**src/rtl/decode_stage_if.sv**
```systemverilog
// Fetch/write-back/execute-facing signal bundle of the RV32I decode stage.
// The slave modport is the decode stage's view; master is the surrounding pipeline.
interface decode_stage_if #(
  parameter int XLEN = 32
);
  logic [XLEN-1:0] pc_in;
  logic [31:0]     instr_in;
  logic            flush;
  logic            wb_en;
  logic [4:0]      wb_rd;
  logic [XLEN-1:0] wb_data;
  logic            pc_write;
  logic            id_ex_valid;
  logic [XLEN-1:0] id_ex_pc;
  logic [XLEN-1:0] id_ex_rs1_data;
  logic [XLEN-1:0] id_ex_rs2_data;
  logic [XLEN-1:0] id_ex_imm;
  logic [4:0]      id_ex_rs1;
  logic [4:0]      id_ex_rs2;
  logic [4:0]      id_ex_rd;
  logic [6:0]      id_ex_opcode;
  logic [2:0]      id_ex_funct3;
  logic            id_ex_funct7b5;
  logic            id_ex_mem_read;

  // Fetch has no handshake: an instruction presented while pc_write=1 is taken
  // at the next rising edge; while pc_write=0 the IF/ID contents are held.
  modport slave (
    input  pc_in, instr_in, flush, wb_en, wb_rd, wb_data,
    output pc_write, id_ex_valid, id_ex_pc, id_ex_rs1_data, id_ex_rs2_data,
           id_ex_imm, id_ex_rs1, id_ex_rs2, id_ex_rd, id_ex_opcode,
           id_ex_funct3, id_ex_funct7b5, id_ex_mem_read
  );

  modport master (
    output pc_in, instr_in, flush, wb_en, wb_rd, wb_data,
    input  pc_write, id_ex_valid, id_ex_pc, id_ex_rs1_data, id_ex_rs2_data,
           id_ex_imm, id_ex_rs1, id_ex_rs2, id_ex_rd, id_ex_opcode,
           id_ex_funct3, id_ex_funct7b5, id_ex_mem_read
  );
endinterface

```
**src/rtl/decode_stage.sv**
```systemverilog
// RV32I decode stage: IF/ID register, 32x32 register file, immediate generation,
// load-use stall detection and ID/EX register. Macro REGFILE_BYPASS_EN enables write-to-read forwarding.
module decode_stage #(
  parameter int          XLEN      = 32,
  parameter logic [31:0] NOP_INSTR = 32'h0000_0013
) (
  input logic            clk,
  input logic            rst,
  decode_stage_if.slave  bus
);
  localparam logic [6:0] OPC_LOAD   = 7'b0000011;
  localparam logic [6:0] OPC_OPIMM  = 7'b0010011;
  localparam logic [6:0] OPC_JALR   = 7'b1100111;
  localparam logic [6:0] OPC_STORE  = 7'b0100011;
  localparam logic [6:0] OPC_BRANCH = 7'b1100011;
  localparam logic [6:0] OPC_LUI    = 7'b0110111;
  localparam logic [6:0] OPC_AUIPC  = 7'b0010111;
  localparam logic [6:0] OPC_JAL    = 7'b1101111;
  localparam logic [6:0] OPC_OP     = 7'b0110011;

  logic [XLEN-1:0] if_id_pc_q;
  logic [31:0]     if_id_instr_q;
  logic            if_id_valid_q;
  logic [XLEN-1:0] rf_q [32];

  logic            id_ex_valid_q, id_ex_mem_read_q, id_ex_funct7b5_q;
  logic [XLEN-1:0] id_ex_pc_q, id_ex_rs1_data_q, id_ex_rs2_data_q, id_ex_imm_q;
  logic [4:0]      id_ex_rs1_q, id_ex_rs2_q, id_ex_rd_q;
  logic [6:0]      id_ex_opcode_q;
  logic [2:0]      id_ex_funct3_q;

  logic [6:0]      opcode;
  logic [4:0]      rs1, rs2, rd;
  logic [2:0]      funct3;
  logic            funct7b5;
  logic [XLEN-1:0] imm_d, rs1_data_d, rs2_data_d;
  logic            rs1_used, rs2_used, stall;

  assign opcode   = if_id_instr_q[6:0];
  assign rd       = if_id_instr_q[11:7];
  assign funct3   = if_id_instr_q[14:12];
  assign rs1      = if_id_instr_q[19:15];
  assign rs2      = if_id_instr_q[24:20];
  assign funct7b5 = if_id_instr_q[30];

  always_comb begin
    imm_d = '0;
    case (opcode)
      OPC_LOAD, OPC_OPIMM, OPC_JALR:
        imm_d = {{20{if_id_instr_q[31]}}, if_id_instr_q[31:20]};
      OPC_STORE:
        imm_d = {{20{if_id_instr_q[31]}}, if_id_instr_q[31:25], if_id_instr_q[11:7]};
      OPC_BRANCH:
        imm_d = {{19{if_id_instr_q[31]}}, if_id_instr_q[31], if_id_instr_q[7],
                 if_id_instr_q[30:25], if_id_instr_q[11:8], 1'b0};
      OPC_LUI, OPC_AUIPC:
        imm_d = {if_id_instr_q[31:12], 12'b0};
      OPC_JAL:
        imm_d = {{11{if_id_instr_q[31]}}, if_id_instr_q[31], if_id_instr_q[19:12],
                 if_id_instr_q[20], if_id_instr_q[30:21], 1'b0};
      default: imm_d = '0;
    endcase
  end

  always_comb begin
    rs1_data_d = '0;
    rs2_data_d = '0;
    if (rs1 != 5'd0) begin
      rs1_data_d = rf_q[rs1];
`ifdef REGFILE_BYPASS_EN
      if (bus.wb_en && (bus.wb_rd == rs1)) rs1_data_d = bus.wb_data;
`endif
    end
    if (rs2 != 5'd0) begin
      rs2_data_d = rf_q[rs2];
`ifdef REGFILE_BYPASS_EN
      if (bus.wb_en && (bus.wb_rd == rs2)) rs2_data_d = bus.wb_data;
`endif
    end
  end

  assign rs1_used = !((opcode == OPC_LUI) || (opcode == OPC_AUIPC) || (opcode == OPC_JAL));
  assign rs2_used = (opcode == OPC_OP) || (opcode == OPC_STORE) || (opcode == OPC_BRANCH);

  // The bubble this inserts into ID/EX clears id_ex_mem_read, so a stall never exceeds one cycle.
  assign stall = if_id_valid_q && id_ex_valid_q && id_ex_mem_read_q && (id_ex_rd_q != 5'd0) &&
                 ((rs1_used && (rs1 == id_ex_rd_q)) || (rs2_used && (rs2 == id_ex_rd_q)));
  assign bus.pc_write = ~stall;

  always_ff @(posedge clk or posedge rst) begin
    if (rst) begin
      if_id_pc_q    <= '0;
      if_id_instr_q <= NOP_INSTR;
      if_id_valid_q <= 1'b0;
    end else if (bus.flush) begin
      if_id_instr_q <= NOP_INSTR;
      if_id_valid_q <= 1'b0;
    end else if (!stall) begin
      if_id_pc_q    <= bus.pc_in;
      if_id_instr_q <= bus.instr_in;
      if_id_valid_q <= 1'b1;
    end
  end

  always_ff @(posedge clk or posedge rst) begin
    if (rst) begin
      for (int i = 0; i < 32; i++) rf_q[i] <= '0;
    end else if (bus.wb_en && (bus.wb_rd != 5'd0)) begin
      rf_q[bus.wb_rd] <= bus.wb_data;
    end
  end

  always_ff @(posedge clk or posedge rst) begin
    if (rst) begin
      id_ex_valid_q    <= 1'b0;
      id_ex_pc_q       <= '0;
      id_ex_rs1_data_q <= '0;
      id_ex_rs2_data_q <= '0;
      id_ex_imm_q      <= '0;
      id_ex_rs1_q      <= '0;
      id_ex_rs2_q      <= '0;
      id_ex_rd_q       <= '0;
      id_ex_opcode_q   <= '0;
      id_ex_funct3_q   <= '0;
      id_ex_funct7b5_q <= 1'b0;
      id_ex_mem_read_q <= 1'b0;
    end else if (bus.flush || stall) begin
      id_ex_valid_q    <= 1'b0;
      id_ex_pc_q       <= '0;
      id_ex_rs1_data_q <= '0;
      id_ex_rs2_data_q <= '0;
      id_ex_imm_q      <= '0;
      id_ex_rs1_q      <= '0;
      id_ex_rs2_q      <= '0;
      id_ex_rd_q       <= '0;
      id_ex_opcode_q   <= '0;
      id_ex_funct3_q   <= '0;
      id_ex_funct7b5_q <= 1'b0;
      id_ex_mem_read_q <= 1'b0;
    end else begin
      id_ex_valid_q    <= if_id_valid_q;
      id_ex_pc_q       <= if_id_pc_q;
      id_ex_rs1_data_q <= rs1_data_d;
      id_ex_rs2_data_q <= rs2_data_d;
      id_ex_imm_q      <= imm_d;
      id_ex_rs1_q      <= rs1;
      id_ex_rs2_q      <= rs2;
      id_ex_rd_q       <= rd;
      id_ex_opcode_q   <= opcode;
      id_ex_funct3_q   <= funct3;
      id_ex_funct7b5_q <= funct7b5;
      id_ex_mem_read_q <= (opcode == OPC_LOAD);
    end
  end

  assign bus.id_ex_valid    = id_ex_valid_q;
  assign bus.id_ex_pc       = id_ex_pc_q;
  assign bus.id_ex_rs1_data = id_ex_rs1_data_q;
  assign bus.id_ex_rs2_data = id_ex_rs2_data_q;
  assign bus.id_ex_imm      = id_ex_imm_q;
  assign bus.id_ex_rs1      = id_ex_rs1_q;
  assign bus.id_ex_rs2      = id_ex_rs2_q;
  assign bus.id_ex_rd       = id_ex_rd_q;
  assign bus.id_ex_opcode   = id_ex_opcode_q;
  assign bus.id_ex_funct3   = id_ex_funct3_q;
  assign bus.id_ex_funct7b5 = id_ex_funct7b5_q;
  assign bus.id_ex_mem_read = id_ex_mem_read_q;
endmodule

```
**src/flat_wrapper.sv**
```systemverilog
// flat-port wrapper written by rule: the top's interface ports become plain ports
module decode_stage_flat 
#(
  parameter int          XLEN      = 32,
  parameter logic [31:0] NOP_INSTR = 32'h0000_0013
)
  (clk, rst, bus_pc_in, bus_instr_in, bus_flush, bus_wb_en, bus_wb_rd, bus_wb_data, bus_pc_write, bus_id_ex_valid, bus_id_ex_pc, bus_id_ex_rs1_data, bus_id_ex_rs2_data, bus_id_ex_imm, bus_id_ex_rs1, bus_id_ex_rs2, bus_id_ex_rd, bus_id_ex_opcode, bus_id_ex_funct3, bus_id_ex_funct7b5, bus_id_ex_mem_read);
  decode_stage_if #(.XLEN(XLEN)) bus_i ();
  input logic clk;
  input logic rst;
  input wire logic [$bits(bus_i.pc_in)-1:0] bus_pc_in;
  input wire logic [$bits(bus_i.instr_in)-1:0] bus_instr_in;
  input wire logic [$bits(bus_i.flush)-1:0] bus_flush;
  input wire logic [$bits(bus_i.wb_en)-1:0] bus_wb_en;
  input wire logic [$bits(bus_i.wb_rd)-1:0] bus_wb_rd;
  input wire logic [$bits(bus_i.wb_data)-1:0] bus_wb_data;
  output wire logic [$bits(bus_i.pc_write)-1:0] bus_pc_write;
  output wire logic [$bits(bus_i.id_ex_valid)-1:0] bus_id_ex_valid;
  output wire logic [$bits(bus_i.id_ex_pc)-1:0] bus_id_ex_pc;
  output wire logic [$bits(bus_i.id_ex_rs1_data)-1:0] bus_id_ex_rs1_data;
  output wire logic [$bits(bus_i.id_ex_rs2_data)-1:0] bus_id_ex_rs2_data;
  output wire logic [$bits(bus_i.id_ex_imm)-1:0] bus_id_ex_imm;
  output wire logic [$bits(bus_i.id_ex_rs1)-1:0] bus_id_ex_rs1;
  output wire logic [$bits(bus_i.id_ex_rs2)-1:0] bus_id_ex_rs2;
  output wire logic [$bits(bus_i.id_ex_rd)-1:0] bus_id_ex_rd;
  output wire logic [$bits(bus_i.id_ex_opcode)-1:0] bus_id_ex_opcode;
  output wire logic [$bits(bus_i.id_ex_funct3)-1:0] bus_id_ex_funct3;
  output wire logic [$bits(bus_i.id_ex_funct7b5)-1:0] bus_id_ex_funct7b5;
  output wire logic [$bits(bus_i.id_ex_mem_read)-1:0] bus_id_ex_mem_read;
  assign bus_i.pc_in = bus_pc_in;
  assign bus_i.instr_in = bus_instr_in;
  assign bus_i.flush = bus_flush;
  assign bus_i.wb_en = bus_wb_en;
  assign bus_i.wb_rd = bus_wb_rd;
  assign bus_i.wb_data = bus_wb_data;
  assign bus_pc_write = bus_i.pc_write;
  assign bus_id_ex_valid = bus_i.id_ex_valid;
  assign bus_id_ex_pc = bus_i.id_ex_pc;
  assign bus_id_ex_rs1_data = bus_i.id_ex_rs1_data;
  assign bus_id_ex_rs2_data = bus_i.id_ex_rs2_data;
  assign bus_id_ex_imm = bus_i.id_ex_imm;
  assign bus_id_ex_rs1 = bus_i.id_ex_rs1;
  assign bus_id_ex_rs2 = bus_i.id_ex_rs2;
  assign bus_id_ex_rd = bus_i.id_ex_rd;
  assign bus_id_ex_opcode = bus_i.id_ex_opcode;
  assign bus_id_ex_funct3 = bus_i.id_ex_funct3;
  assign bus_id_ex_funct7b5 = bus_i.id_ex_funct7b5;
  assign bus_id_ex_mem_read = bus_i.id_ex_mem_read;
  decode_stage #(.XLEN(XLEN), .NOP_INSTR(NOP_INSTR)) u_core (.clk(clk), .rst(rst), .bus(bus_i));
endmodule
```
**config.mk**
```make
export PLATFORM = sky130hd
export DESIGN_NAME = decode_stage_flat
export DESIGN_NICKNAME = d
export VERILOG_FILES = /design/src/rtl/decode_stage_if.sv /design/src/rtl/decode_stage.sv /design/src/flat_wrapper.sv
export SDC_FILE = /design/constraint.sdc
export NUM_CORES = 2
export LEC_CHECK = 0
export ABC_AREA = 0
export CAP_MARGIN = 20
export CORE_MARGIN = 3
export CORE_UTILIZATION = 39
export DETAILED_ROUTE_END_ITERATION = 16
export GPL_TIMING_DRIVEN = 0
export PLACE_DENSITY = 0.57
export SYNTH_ARGS = -nofsm -noshare
export SYNTH_HDL_FRONTEND = slang
export SYNTH_SLANG_ARGS = --single-unit
```
**constraint.sdc**
```tcl
create_clock -name clk -period 52.9 [get_ports clk]
set_clock_uncertainty 0.1 [all_clocks]
set_input_delay 7.935 -clock clk [delete_from_list [all_inputs] [get_ports clk]]
set_output_delay 7.935 -clock clk [all_outputs]
set_load 0.02 [all_outputs]
```
Word-level counts from Yosys, hierarchy flattened
Index checks and enable logic that the tools add are counted.
{"block": "classes", "order_cmp": 4, "eq_ne": 12, "bitwise_logic": 5, "n_mux": 28, "reduce_logical": 22}
{"operator": "bitwise mux 1024 bit", "n": 1}
{"operator": "2-to-1 mux 32 bit", "n": 13}
{"operator": "binary-select mux 32 bit (select 5 bit)", "n": 2}
{"operator": "demux 32 bit (select 5 bit)", "n": 1}
{"operator": "case mux 32 bit (5 select lines)", "n": 1}
{"operator": "equality test 7 x 6 -> 1 bit, second input constant", "n": 3}
{"operator": "equality test 7 bit, second input constant", "n": 3}
{"operator": "nonzero test 5 bit", "n": 4}
{"operator": "greater-or-equal comparator 6 bit, second input constant", "n": 3}
{"operator": "NOT 5 -> 6 bit", "n": 3}
{"operator": "2-to-1 mux 5 bit", "n": 3}
{"operator": "equality test 7 x 5 -> 1 bit, second input constant", "n": 2}
{"operator": "equality test 5 bit", "n": 2}
{"operator": "logical AND 1 bit", "n": 8}
{"operator": "equality test 7 x 2 -> 1 bit, second input constant", "n": 1}
{"operator": "2-to-1 mux 7 bit", "n": 1}
{"operator": "logical OR 1 bit", "n": 6}
{"operator": "< comparator 6 x 1 -> 1 bit, second input constant", "n": 1}
{"operator": "2-to-1 mux 1 bit", "n": 5}
{"operator": "2-to-1 mux 3 bit", "n": 1}
{"operator": "OR reduction 3 bit", "n": 1}
{"operator": "!= test 2 bit, second input constant", "n": 1}
{"operator": "NOT 1 bit", "n": 2}
{"operator": "AND reduction 2 bit", "n": 1}
{"operator": "2 further kinds", "n": 2}
{"block": "totals", "out_inout_bits": 157, "inputBits": 105, "regBits": 1245, "elab_cells": 118}

Depth between registers and ports, before layout
{"block": "depth", "word_depth": 9, "ltp_mapped": 9}

Worst setup path before layout
OpenSTA, ideal clock, no wires.
{"block": "synth_timing", "path_kind": "reg-to-output", "from": "register u_core.if_id_instr_q[4]", "to": "output port bus_pc_write", "t_required_ps": 44865, "arrival_ps": 1791, "setup_slack_ps": 43074, "stages_incl_launch_ff": 6, "path_buffers": 1, "cell_sequence": "dfstp_2 -> or3b_2 -> a21oi_1 -> buf_4 -> nor3b_1 -> o21bai_1"}
{"block": "synth_between", "elab_chain_len": 8, "elab_cells_between_ends": 16, "classes_between": "eq/ne (6); bitwise (1); reduce/logical (9)"}
{"item": "start: declaration", "line_no": "decode_stage.sv:22", "source": "logic [31:0] if_id_instr_q;"}
{"item": "start signal: assignment", "line_no": "decode_stage.sv:100", "source": "if_id_instr_q <= bus.instr_in;"}
{"item": "equality test 7 x 6 -> 1 bit / equality test 7 x 5 -> 1 bit (equally long branches)", "line_no": "decode_stage.sv:82", "source": "assign rs1_used = !((opcode == OPC_LUI) || (opcode == OPC_AUIPC) || (opcode == OPC_JAL));"}
{"item": "logical OR 1 bit (2 in a row)", "line_no": "decode_stage.sv:82"}
{"item": "zero test 1 bit", "line_no": "decode_stage.sv:82"}
{"item": "logical AND 1 bit", "line_no": "decode_stage.sv:87", "source": "((rs1_used && (rs1 == id_ex_rd_q)) || (rs2_used && (rs2 == id_ex_rd_q)));"}
{"item": "logical OR 1 bit *", "line_no": "decode_stage.sv:87"}
{"item": "logical AND 1 bit *", "line_no": "decode_stage.sv:86", "source": "assign stall = if_id_valid_q && id_ex_valid_q && id_ex_mem_read_q && (id_ex_rd_q != 5'd0) &&"}
{"item": "NOT 1 bit *", "line_no": "decode_stage.sv:88", "source": "assign bus.pc_write = ~stall;"}
{"item": "end: declaration", "line_no": "flat_wrapper.sv:17", "source": "output wire logic [$bits(bus_i.pc_write)-1:0] bus_pc_write;"}
Mark *: on every way between the ends. The rest lies on a longest branch, timed or not.

Final worst setup path
Ends and elaborated chain as after synthesis.

==> flow_metrics.py <==
metrics = {
    "floorplan": {
        "core_area_sq_um": 159000,
        "dieArea_sq_um": 166000,
        "num_rows": 146,
        "io_pins": 262,
        "fp.dieW_microns": 407,
        "start_util_pct": 39.4,
        "die_y_microns": 407,
    },
    "cts": {
        "cts_buffers": 148,
        "cts_resized": 0,
        "htree_levels": 4,
        "cts_tree": "yes",
        "clock_path_buffers": 3,
        "cts_setup_buffers": 0,
        "root_buffer": "clkbuf_16",
        "ctsHoldBuffers": 0,
        "cts.sinks": 1245,
        "clk_latency_ns": 0.82,
        "clk_pin_slew_ns": 0.06,
    },
    "synth": {
        "synth_flop_cell": "dfrtp_1",
        "ys_seq_elements": 1245,
        "syn_area_per_cell_sq_um": 13.5,
        "ys_warn_count": 0,
        "yosysSeqAreaShare_pct": 49.7,
        "synth_top_area_share_pct": 49.6,
        "synthCells": 4640,
        "synthTopCellsByArea": "dfrtp_1 50%, mux2_2 18%, mux4_2 9.2%",
        "synth_edf_count": 0,
        "yosysTopAreaCell": "dfrtp_1",
        "synthDistinctLibCells": 51,
        "syn_nets": 4745,
        "async_flop_share_pct": 100,
        "syn_area_sq_um": 62700,
    },
    "finish": {
        "area_delta_synth_final_pct": 19.1,
        "final_cells": 7403,
        "utilization_pct": 46.9,
        "fillers": 14300,
        "fin_nets": 5241,
        "drive_gt1_share_pct": 33.0,
        "multi_input_area_sq_um": 29500,
        "regArea_sq_um": 31200,
        "final_area_sq_um": 74700,
    },
    "global_route": {
        "top_usage_layer": "met2",
        "grt_max_degree": 129,
        "grt_pass1_vias": 45600,
        "antenna_found_initial": 9,
        "gr-usage-all-layers_pct": 29.6,
        "grt_pass1_wl_mm": 346,
        "grt_overflow": 0,
        "met3_usage_pct": 8.03,
        "met1_usage_pct": 38.4,
        "met2_usage_pct": 45.1,
    },
    "timing": {
        "fin_crit_sh_pct": 21.5,
        "period_needed_ns": 11.38,
        "worst_slew_pin_slew_ns": 1.29,
        "hold_ws_ns": 0.373,
        "setup_violations": 0,
        "slew-limit-headroom_pct": 14.2,
        "rsz0062_at_grt": "false",
        "drv_slew": 0,
        "max_freq_ghz": 0.0879,
        "hold_viol": 0,
    },
    "status": {
        "status": "complete, no violations",
    },
    "placed_design": {
        "gp_congestion": 0.930,
        "dp_cells": 7115,
        "port_buffers": 261,
        "placed_area_sq_um": 69300,
        "dpl.hpwl_mm": 176,
    },
    "pwr": {
        "pwr-share-comb_pct": 18.3,
        "ir_drop_mv": 0.0329,
        "power_frac_clock_pct": 37.8,
        "p_leak_nw": 31.3,
        "sw_frac_of_total_pct": 28.7,
        "power.switching_mw": 0.801,
        "powerDensity_nw_per_um2": 37.4,
        "intPower_mw": 1.99,
        "seqPwrFrac_pct": 43.9,
    },
    "route": {
        "drtAntennaViolNets": 0,
        "vias": 45800,
        "wl_per_cell_microns": 33.4,
        "drc": 0,
        "drt-pass1-iter-count": 6,
        "drtIter0Drc": 4913,
        "viasPerCell": 6.19,
        "drt_wl_total_mm": 247,
    },
    "worst_setup_path": {
        "cpPeakStageDelay_ns": 0.66,
        "required_ns": 44.87,
        "ff2ff_path_depth": 5,
        "reg2reg_to": "u_core.bus.id_ex_rs2_data[1]",
        "critPathTopFamily": "buffers and inverters",
        "worstSetupStartpointType": "register",
        "reg2reg_slack_ns": 48.50,
        "crit_type": "register to output pin",
        "timing.critical_path.buf_inv": 2,
        "cp_max_fo": 10,
        "endpoint_kind": "output pin",
        "arrival_ns": 3.34,
        "cp_slowest_cell": "clkdlybuf4s50_1",
        "r2r-start": "u_core.if_id_instr_q[21]",
        "path_cells": "or3b_2 > a21oi_1 > buf_4 > nor3b_1 > o21bai_1 > clkdlybuf4s50_1",
    },
    "min_path": {
        "hold_path_depth": 1,
        "hold_class": "register to register",
        "worstHoldEndpoint": "u_core.bus.id_ex_pc[30]",
        "min-delay-start": "u_core.if_id_pc_q[30]",
    },
    "run": {
        "maxCapViolCount": 0,
    },
}
## final cells by class
cell class | instances | share of cell area, %
antenna | 5 | 0.0168
buffer | 510 | 2.77
clock buffer | 212 | 5.82
clock inverter | 54 | 0.960
inverter | 7 | 0.0452
multi-input combinational | 2878 | 39.4
sequential | 1245 | 41.7
tap | 2146 | 3.59
timing repair buffer | 346 | 5.63
## per-layer routing
metal | wire [microns] | vias to the layer above
li1 | - | 18700
met1 | 99800 | 24300
met2 | 111000 | 2256
met3 | 21900 | 604
met4 | 14600 | 4
met5 | 126 | -
## placed cells by master, fill, tap and decap left out, drive strengths merged, types with 4 or more instances in the layout
master / n
clkdlybuf4s50: 261
and3: 7
nor3: 80
a21oi: 109
mux2: 1024
a221oi: 256
dfrtp: 1242
and4b: 64
bufinv: 7
mux4: 256
nand3b: 5
nor2b: 4
nand2: 31
xnor2: 6
buf: 263
inv: 10
a22oi: 68
nor2: 94
a211oi: 5
and2: 57
diode: 5
mux2i: 512
nand3: 105
clkbuf: 544
clkinv: 42
o21ai: 160
xor2: 4
nor3b: 5
## sequential cells by signal, summed over array words and instances, names as in the netlist
register                   cells
u_core.if_id_valid_q           1
u_core.bus.id_ex_pc           32
u_core.bus.id_ex_funct3        3
u_core.bus.id_ex_rs1_data     32
u_core.bus.id_ex_rs2_data     32
u_core.bus.id_ex_rd            5
u_core.bus.id_ex_opcode        7
u_core.if_id_pc_q             32
u_core.if_id_instr_q          32
u_core.bus.id_ex_rs1           5
u_core.bus.id_ex_funct7b5      1
u_core.bus.id_ex_imm          32
u_core.rf_q                 1024
u_core.bus.id_ex_valid         1
u_core.bus.id_ex_mem_read      1
u_core.bus.id_ex_rs2           5
## worst register-to-register path, stage by stage (launching register included)
cell	delay [ns]
dfrtp_1	0.42
clkbuf_1	0.44
nor2_1	0.77
nor4b_2	1.08
clkbuf_1	0.97
and4b_1	0.44
## power groups by stage
stage                     logic, mW  clock network [mW]  registers (mW)
after floorplan               0.349                   0            1.22
after global placement        0.485                   0            1.23
after detailed placement      0.503                   0            1.24
after CTS                     0.504                1.07            1.22
after global routing          0.542                1.11            1.24
final                         0.511                1.05            1.22
## how the worst max path moves through the flow
stage                            start                          to  cells past startpoint
2_1_floorplan                      rst  u_core.bus.id_ex_funct3[0]                      1
3_3_place_gp                       rst            u_core.rf_q[854]                      2
3_5_place_dp              bus_wb_rd[0]            u_core.rf_q[518]                      5
4_1_cts        u_core.if_id_instr_q[4]                bus_pc_write                      6
5_1_grt        u_core.if_id_instr_q[4]                bus_pc_write                      6
6_report       u_core.if_id_instr_q[4]                bus_pc_write                      6
## through the flow
stage	worst slack [ns]	TNS, ns	power, mW
after floorplan	9.79	0	1.57
after global placement	-6.20	-7454.05	1.72
after detailed placement	41.60	0	1.74
after CTS	41.45	0	2.79
after global routing	41.38	0	2.89
final	41.52	0	2.79
## logic make-up (layout without fill, tap and decap cells)
| family | after synthesis | in the layout | synth area share, % |
|---|---|---|---|
| xor+xnor | 10 | 10 | 0.140 |
| buf+inv | 517 | 1129 | 3.32 |
| mux | 1792 | 1792 | 35.8 |
| simple gates | 470 | 470 | 4.36 |
| flops | 1245 | 1245 | 49.7 |
| other cells | 0 | 5 | 0 |
| compound gates | 606 | 606 | 6.72 |
## cell usage after synthesis, drive strengths merged (3+ instances only)
cell type  instances
a211oi             5
a21oi            109
a221oi           256
a22oi             68
and2              57
and3               7
and4b             64
buf              179
clkbuf           331
dfrtp           1242
dfstp              3
inv                7
mux2            1024
mux2i            512
mux4             256
nand2             31
nand3            105
nand3b             5
nor2              94
nor2b              4
nor3              80
nor3b              5
nor4b              3
o21ai            160
or2                3
xnor2              6
xor2               4
Note: power is estimated with default switching activity, not from simulation.
